File: src/rtl/axi_stream_scoreboard.sv
// axi_stream_scoreboard
// Passive AXI4-Stream scoreboard. Expected beats are buffered in a DEPTH-entry
// FIFO and each actual beat is compared in order against the oldest one.
// Ports:
//   i_aclk            clock
//   i_areset          synchronous reset, active-high (priority over i_clear)
//   i_clear           synchronous clear of FIFO, counters and flags
//   i_exp_*           observed expected stream (tvalid/tready/tdata/tkeep/tlast/tid/tdest)
//   i_act_*           observed actual stream (same fields)
//   o_match_cnt       beats compared equal (saturating)
//   o_err_cnt         beats compared unequal (saturating)
//   o_err_pulse       one-cycle pulse per mismatching beat
//   o_first_err_idx   actual-beat index of the first mismatch
//   o_level           expected beats currently buffered
//   o_overflow        sticky: expected beat dropped on a full FIFO
//   o_underrun        sticky: actual beat with no expected beat available
module axi_stream_scoreboard #(
    parameter int unsigned WIDTH_DATA   = 64,
    parameter int unsigned WIDTH_DS     = WIDTH_DATA / 8,
    parameter int unsigned WIDTH_TID    = 8,
    parameter int unsigned WIDTH_TDEST  = 3,
    parameter int unsigned DEPTH        = 16,
    parameter bit          CMP_SIDEBAND = 1'b1
) (
    input  logic                    i_aclk,
    input  logic                    i_areset,
    input  logic                    i_clear,
    input  logic                    i_exp_tvalid,
    input  logic                    i_exp_tready,
    input  logic [WIDTH_DATA-1:0]   i_exp_tdata,
    input  logic [WIDTH_DS-1:0]     i_exp_tkeep,
    input  logic                    i_exp_tlast,
    input  logic [WIDTH_TID-1:0]    i_exp_tid,
    input  logic [WIDTH_TDEST-1:0]  i_exp_tdest,
    input  logic                    i_act_tvalid,
    input  logic                    i_act_tready,
    input  logic [WIDTH_DATA-1:0]   i_act_tdata,
    input  logic [WIDTH_DS-1:0]     i_act_tkeep,
    input  logic                    i_act_tlast,
    input  logic [WIDTH_TID-1:0]    i_act_tid,
    input  logic [WIDTH_TDEST-1:0]  i_act_tdest,
    output logic [31:0]             o_match_cnt,
    output logic [31:0]             o_err_cnt,
    output logic                    o_err_pulse,
    output logic [31:0]             o_first_err_idx,
    output logic [$clog2(DEPTH):0]  o_level,
    output logic                    o_overflow,
    output logic                    o_underrun
);

    localparam int unsigned PW     = $clog2(DEPTH);
    localparam int unsigned LW     = PW + 1;
    localparam int unsigned BW     = WIDTH_DATA + WIDTH_DS + 1 + WIDTH_TID + WIDTH_TDEST;
    localparam int unsigned O_KEEP = WIDTH_DATA;
    localparam int unsigned O_LAST = O_KEEP + WIDTH_DS;
    localparam int unsigned O_TID  = O_LAST + 1;
    localparam int unsigned O_DEST = O_TID + WIDTH_TID;

    logic [BW-1:0]          r_mem [DEPTH];
    logic [PW-1:0]          r_wr_ptr;
    logic [PW-1:0]          r_rd_ptr;
    logic [LW-1:0]          r_level;
    logic [31:0]            r_match_cnt;
    logic [31:0]            r_err_cnt;
    logic                   r_err_pulse;
    logic [31:0]            r_first_err_idx;
    logic [31:0]            r_beat_idx;
    logic                   r_overflow;
    logic                   r_underrun;

    logic                   w_push;
    logic                   w_pop;
    logic                   w_empty;
    logic                   w_full;
    logic                   w_do_write;
    logic                   w_do_read;
    logic                   w_drop;
    logic                   w_no_exp;
    logic [BW-1:0]          w_exp_beat;
    logic [BW-1:0]          w_head;
    logic [WIDTH_DATA-1:0]  w_head_data;
    logic [WIDTH_DS-1:0]    w_head_keep;
    logic                   w_head_last;
    logic [WIDTH_TID-1:0]   w_head_tid;
    logic [WIDTH_TDEST-1:0] w_head_tdest;
    logic                   w_data_diff;
    logic                   w_side_diff;
    logic                   w_mismatch;
    logic                   w_err;
    logic                   w_match;

    // Handshakes and FIFO status
    assign w_push  = i_exp_tvalid & i_exp_tready;
    assign w_pop   = i_act_tvalid & i_act_tready;
    assign w_empty = (r_level == '0);
    assign w_full  = (r_level == LW'(DEPTH));

    // Empty FIFO with push+pop bypasses storage; a full FIFO accepts a push only alongside a pop
    assign w_do_write = w_push & ~(w_empty & w_pop) & (~w_full | w_pop);
    assign w_do_read  = w_pop & ~w_empty;
    assign w_drop     = w_push & w_full & ~w_pop;
    assign w_no_exp   = w_pop & w_empty & ~w_push;

    assign w_exp_beat = {i_exp_tdest, i_exp_tid, i_exp_tlast, i_exp_tkeep, i_exp_tdata};
    assign w_head     = w_empty ? w_exp_beat : r_mem[r_rd_ptr];

    assign w_head_data  = w_head[WIDTH_DATA-1:0];
    assign w_head_keep  = w_head[O_KEEP +: WIDTH_DS];
    assign w_head_last  = w_head[O_LAST];
    assign w_head_tid   = w_head[O_TID +: WIDTH_TID];
    assign w_head_tdest = w_head[O_DEST +: WIDTH_TDEST];

    // Keep mismatch, or any kept byte differing
    always_comb begin
        w_data_diff = (w_head_keep != i_act_tkeep);
        for (int i = 0; i < int'(WIDTH_DS); i++) begin
            if (w_head_keep[i] && (w_head_data[8*i +: 8] != i_act_tdata[8*i +: 8])) begin
                w_data_diff = 1'b1;
            end
        end
    end

    assign w_side_diff = (w_head_last != i_act_tlast) ||
                         (w_head_tid != i_act_tid) ||
                         (w_head_tdest != i_act_tdest);

    assign w_mismatch = w_data_diff | (CMP_SIDEBAND ? w_side_diff : 1'b0);
    assign w_err      = w_pop & (w_no_exp | w_mismatch);
    assign w_match    = w_pop & ~w_no_exp & ~w_mismatch;

    // Expected-beat storage; pointers alone define validity so no reset needed
    always_ff @(posedge i_aclk) begin
        if (w_do_write) begin
            r_mem[r_wr_ptr] <= w_exp_beat;
        end
    end

    // FIFO pointers, counters and flags
    always_ff @(posedge i_aclk) begin
        if (i_areset || i_clear) begin
            r_wr_ptr        <= '0;
            r_rd_ptr        <= '0;
            r_level         <= '0;
            r_match_cnt     <= '0;
            r_err_cnt       <= '0;
            r_err_pulse     <= 1'b0;
            r_first_err_idx <= '0;
            r_beat_idx      <= '0;
            r_overflow      <= 1'b0;
            r_underrun      <= 1'b0;
        end else begin
            r_err_pulse <= w_err;

            if (w_do_write) begin
                r_wr_ptr <= r_wr_ptr + PW'(1);
            end
            if (w_do_read) begin
                r_rd_ptr <= r_rd_ptr + PW'(1);
            end

            case ({w_do_write, w_do_read})
                2'b10:   r_level <= r_level + LW'(1);
                2'b01:   r_level <= r_level - LW'(1);
                default: r_level <= r_level;
            endcase

            if (w_pop) begin
                r_beat_idx <= r_beat_idx + 32'd1;
            end

            if (w_match && (r_match_cnt != 32'hFFFF_FFFF)) begin
                r_match_cnt <= r_match_cnt + 32'd1;
            end

            // Error count is saturating, so zero means no error seen since reset/clear
            if (w_err) begin
                if (r_err_cnt == '0) begin
                    r_first_err_idx <= r_beat_idx;
                end
                if (r_err_cnt != 32'hFFFF_FFFF) begin
                    r_err_cnt <= r_err_cnt + 32'd1;
                end
            end

            if (w_drop) begin
                r_overflow <= 1'b1;
            end
            if (w_no_exp) begin
                r_underrun <= 1'b1;
            end
        end
    end

    assign o_match_cnt     = r_match_cnt;
    assign o_err_cnt       = r_err_cnt;
    assign o_err_pulse     = r_err_pulse;
    assign o_first_err_idx = r_first_err_idx;
    assign o_level         = r_level;
    assign o_overflow      = r_overflow;
    assign o_underrun      = r_underrun;

endmodule

File: config.mk
export PLATFORM = sky130hd
export DESIGN_NAME = axi_stream_scoreboard
export DESIGN_NICKNAME = d
export VERILOG_FILES = /design/src/rtl/axi_stream_scoreboard.sv
export SDC_FILE = /design/constraint.sdc
export NUM_CORES = 1
export LEC_CHECK = 0
export ABC_AREA = 0
export CORE_MARGIN = 2
export CORE_UTILIZATION = 55
export DETAILED_ROUTE_END_ITERATION = 8
export GPL_ROUTABILITY_DRIVEN = 0
export GPL_TIMING_DRIVEN = 0
export PLACE_DENSITY = 0.72
export SYNTH_ARGS = -nofsm -noshare
export SYNTH_HDL_FRONTEND = slang
export SYNTH_SLANG_ARGS = --single-unit
File: constraint.sdc
create_clock -name i_aclk -period 8.25 [get_ports i_aclk]
set_clock_uncertainty 0.2 [all_clocks]
set_input_delay 0.825 -clock i_aclk [delete_from_list [all_inputs] [get_ports i_aclk]]
set_output_delay 0.825 -clock i_aclk [all_outputs]
set_load 0.005 [all_outputs]
==> run_results.csv <==
group,metric,value,unit
run_status,outcome,"finished with violations",
run_status,violations,"max-capacitance violations, max-slew violations",
final_layout,n_fill_cell,7547,
worst_hold_path,hold_class,"register to register",
clocking,htree_num_levels,4,
place,port_buffers,277,
routing,drtIter0Drc,5441,
power,p_leak,22.6,nW
routing,drc,0,
floorplan,start_util,55.4,%
synth,avgSynthCellArea,17.1,sq um
synth,synthAdderAreaFrac,0.298,%
sta,rsz0062_at_grt,"false",
grt,grt_antenna_before_repair,21,
worst_setup_path,crit_buf_inv,4,
synth,synth_top_family_by_area,"multiplexers",
clocking,cts_tree,"done",
final_layout,regArea,43300,sq um
worst_setup_path,arrival,8.02,ns
final_layout,layout-drive-gt1-share,16.5,%
routing,wire_per_inst,32.6,microns
routing,num_vias,37100,
clocking,clkTransAtPathRegs,0.06,ns
final_layout,final_cell_mix,"1344 x edfxtp_1, 326 x mux2i_1, 277 x clkdlybuf4s50_1",
final_layout,final_common_cell,"edfxtp_1",
synth,syn_nets,3772,
final_layout,final_cell_area,72600,sq um
grt,overflow,0,
power,ir_worst_vdd,0.206,mV
worst_setup_path,path_delay_family,"buffers and inverters",
final_layout,nets,4285,
grt,grt_pass1_vias,35500,
worst_hold_path,hold_path.startpoint,"o_first_err_idx[8]",
sta,relSlewSlack,-7.71,%
power,power.total,0.0154,W
synth,synth_compound_area_share,5.19,%
power,p_per_area,211,nW/um^2
synth,async_reset_ff_share,0,%
clocking,root_buffer,"clkbuf_16",
grt,grt_max_degree,24,
worst_setup_path,cp-start-kind,"register",
clocking,clock_sinks,1492,
final_layout,multi_input_area,16800,sq um
sta,fin_crit_sh,91.8,%
worst_setup_path,max_stage_delay,1.20,ns
clocking,ctsLongestPathBuffers,3,
worst_setup_path,crit_type,"register to register",
worst_setup_path,startpoint,"o_level[4]",
sta,timing_hold_violations_final,0,
sta,setup_viol,0,
worst_setup_path,crit_chain,"clkinv_1, nand2_1, clkbuf_1, clkbuf_1, clkbuf_1, a41oi_1, nor4_1, a2bb2oi_2, nand4_4, nor4_4, a21oi_1, a31o_1",
synth,ys_seq_area_share,70.6,%
sta,max_freq,132,MHz
routing,ant_nets,0,
clocking,cts_buffers,149,
synth,netlist_area,61300,sq um
synth,synthCells,3583,
place,dp.final_hpwl,125,mm
floorplan,fp.dieArea,114000,sq um
floorplan,core_area,111000,sq um
sta,tightest_slew,1.62,ns
job,max_cap_violations,2,
clocking,post_cts_buffers,0,
synth,ys_types,90,
sta,finalCriticalPeriod,7.57,ns
floorplan,die_h,338,microns
worst_setup_path,cp.required,8.70,ns
synth,ys_seq_elements,1492,
place,place_area,67900,sq um
worst_setup_path,path_common_cell,"clkbuf_1",
clocking,ctsResizeCount,0,
grt,grtUsageTotal,32.6,%
floorplan,fp-row-count,122,
synth,yosys_warnings,0,
synth,synth_simple_gate_area_share,4.82,%
routing,firstDrtPassIters,9,
synth,synth_edf_count,1344,
final_layout,area_growth,18.4,%
worst_setup_path,r2r_slack,0.68,ns
routing,drt-total-wl,186,mm
worst_setup_path,endpoint_kind,"register",
grt,grt_pass1_wl,260,mm
floorplan,io_pins,279,
sta,drv_slew,20,
synth,synthXorXnorAreaFrac,3.48,%
worst_setup_path,r2r-start,"o_level[4]",
routing,routed_via_density,6.50,
synth,ys.flop_type,"edfxtp_1",
worst_setup_path,critPathMaxFanout,10,
floorplan,die_w,338,microns
synth,muxShareOfSynthArea,13.4,%
worst_setup_path,crit_slowest_cell,"clkbuf_1",
clocking,ctsHoldBuffers,0,
clocking,clkLatencyLatePin,0.77,ns
-- routing by layer --
metal,up-vias,GRT usage (%),part of all wire [%]
met5,-,0,0.068
met4,20,14.4,4.6
met3,466,8.49,12
met2,2433,50.4,46
met1,18900,43.9,37
li1,15300,-,-
-- where the power goes --
group	switching, W	internal (W)	leakage, nW	total [W]
clock	0.00282	0.00374	2.28	0.00655
sequential	0.00000693	0.00825	13.3	0.00826
combinational	0.000344	0.000194	7.06	0.000538
-- worst reg2reg max path, delay by kind of cell (launching register included) --
family	cells	cell delay (ns)
buffers and inverters	4	3.68
AO/OA/AOI/OAI	4	1.02
flip-flops	1	0.36
AND/OR/NAND/NOR	4	2.21
-- cell usage after synthesis (13+ instances only) --
cell | number | share of area (%)
nor4_1 | 22 | 0.22
nand3_1 | 77 | 0.63
a22oi_1 | 42 | 0.51
a22o_1 | 41 | 0.59
or3_1 | 20 | 0.20
buf_2 | 48 | 0.39
and3_1 | 28 | 0.29
nand2_1 | 149 | 0.91
buf_6 | 29 | 0.53
mux2i_1 | 326 | 5.3
a21oi_1 | 66 | 0.54
buf_4 | 29 | 0.35
and2_1 | 13 | 0.13
a221oi_1 | 52 | 0.74
dfxtp_1 | 148 | 4.8
o22ai_1 | 55 | 0.56
xnor2_1 | 141 | 2.0
clkbuf_1 | 55 | 0.34
a31oi_1 | 16 | 0.16
o21ai_1 | 42 | 0.34
nand4_1 | 30 | 0.31
inv_1 | 33 | 0.20
nor2_1 | 159 | 0.97
nor2b_1 | 15 | 0.15
o21ai_0 | 18 | 0.15
mux4_2 | 184 | 6.8
mux2_2 | 67 | 1.2
edfxtp_1 | 1344 | 66
ha_1 | 13 | 0.27
xor2_1 | 103 | 1.5
nor3_1 | 43 | 0.35
-- registers in the layout, summed over array words and instances, names as in the netlist, 4 cells and up, named ones only --
signal,flops
r_mem,1344
o_err_cnt,32
o_first_err_idx,32
o_match_cnt,32
r_beat_idx,32
o_level,5
r_rd_ptr,4
r_wr_ptr,4
-- cells by family after synthesis --
group | count (synthesis)
and+or+nand+nor | 600
DFF | 1492
adders and majority gates | 14
buffers and inverters | 216
AOI/OAI and AO/OA | 437
muxes | 580
xor gates and xnor gates | 244
-- layout make-up --
type | instances | share of cell area, %
Sequential cell | 1492 | 59.6
Multi-Input combinational cell | 1875 | 23.1
Timing Repair Buffer | 362 | 6.34
Clock buffer | 199 | 5.59
Tap cell | 1488 | 2.56
Buffer | 181 | 1.67
Clock inverter | 70 | 0.835
Inverter | 35 | 0.181
Antenna cell | 12 | 0.0413
-- stage by stage --
stage	worst slack [ns]	hold WS, ns	setup TNS, ns	std cells	utilization, %
after floorplan	1.94	0.240	0	3583	-
after global placement	-4.79	0.249	-5620.95	5348	59.6
after detailed placement	1.08	0.249	0	5433	61.4
after CTS	1.05	0.257	0	5702	65.6
after global routing	0.569	0.279	0	5709	65.6
final	0.680	0.253	0	5714	65.6
-- worst paths after layout --
path,endpoint,cells past startpoint
min,o_first_err_idx[8],2
max,o_match_cnt[23],12
max reg2reg,o_match_cnt[23],12
min reg2reg,o_first_err_idx[8],2
Power figures use the tool's default switching activity.
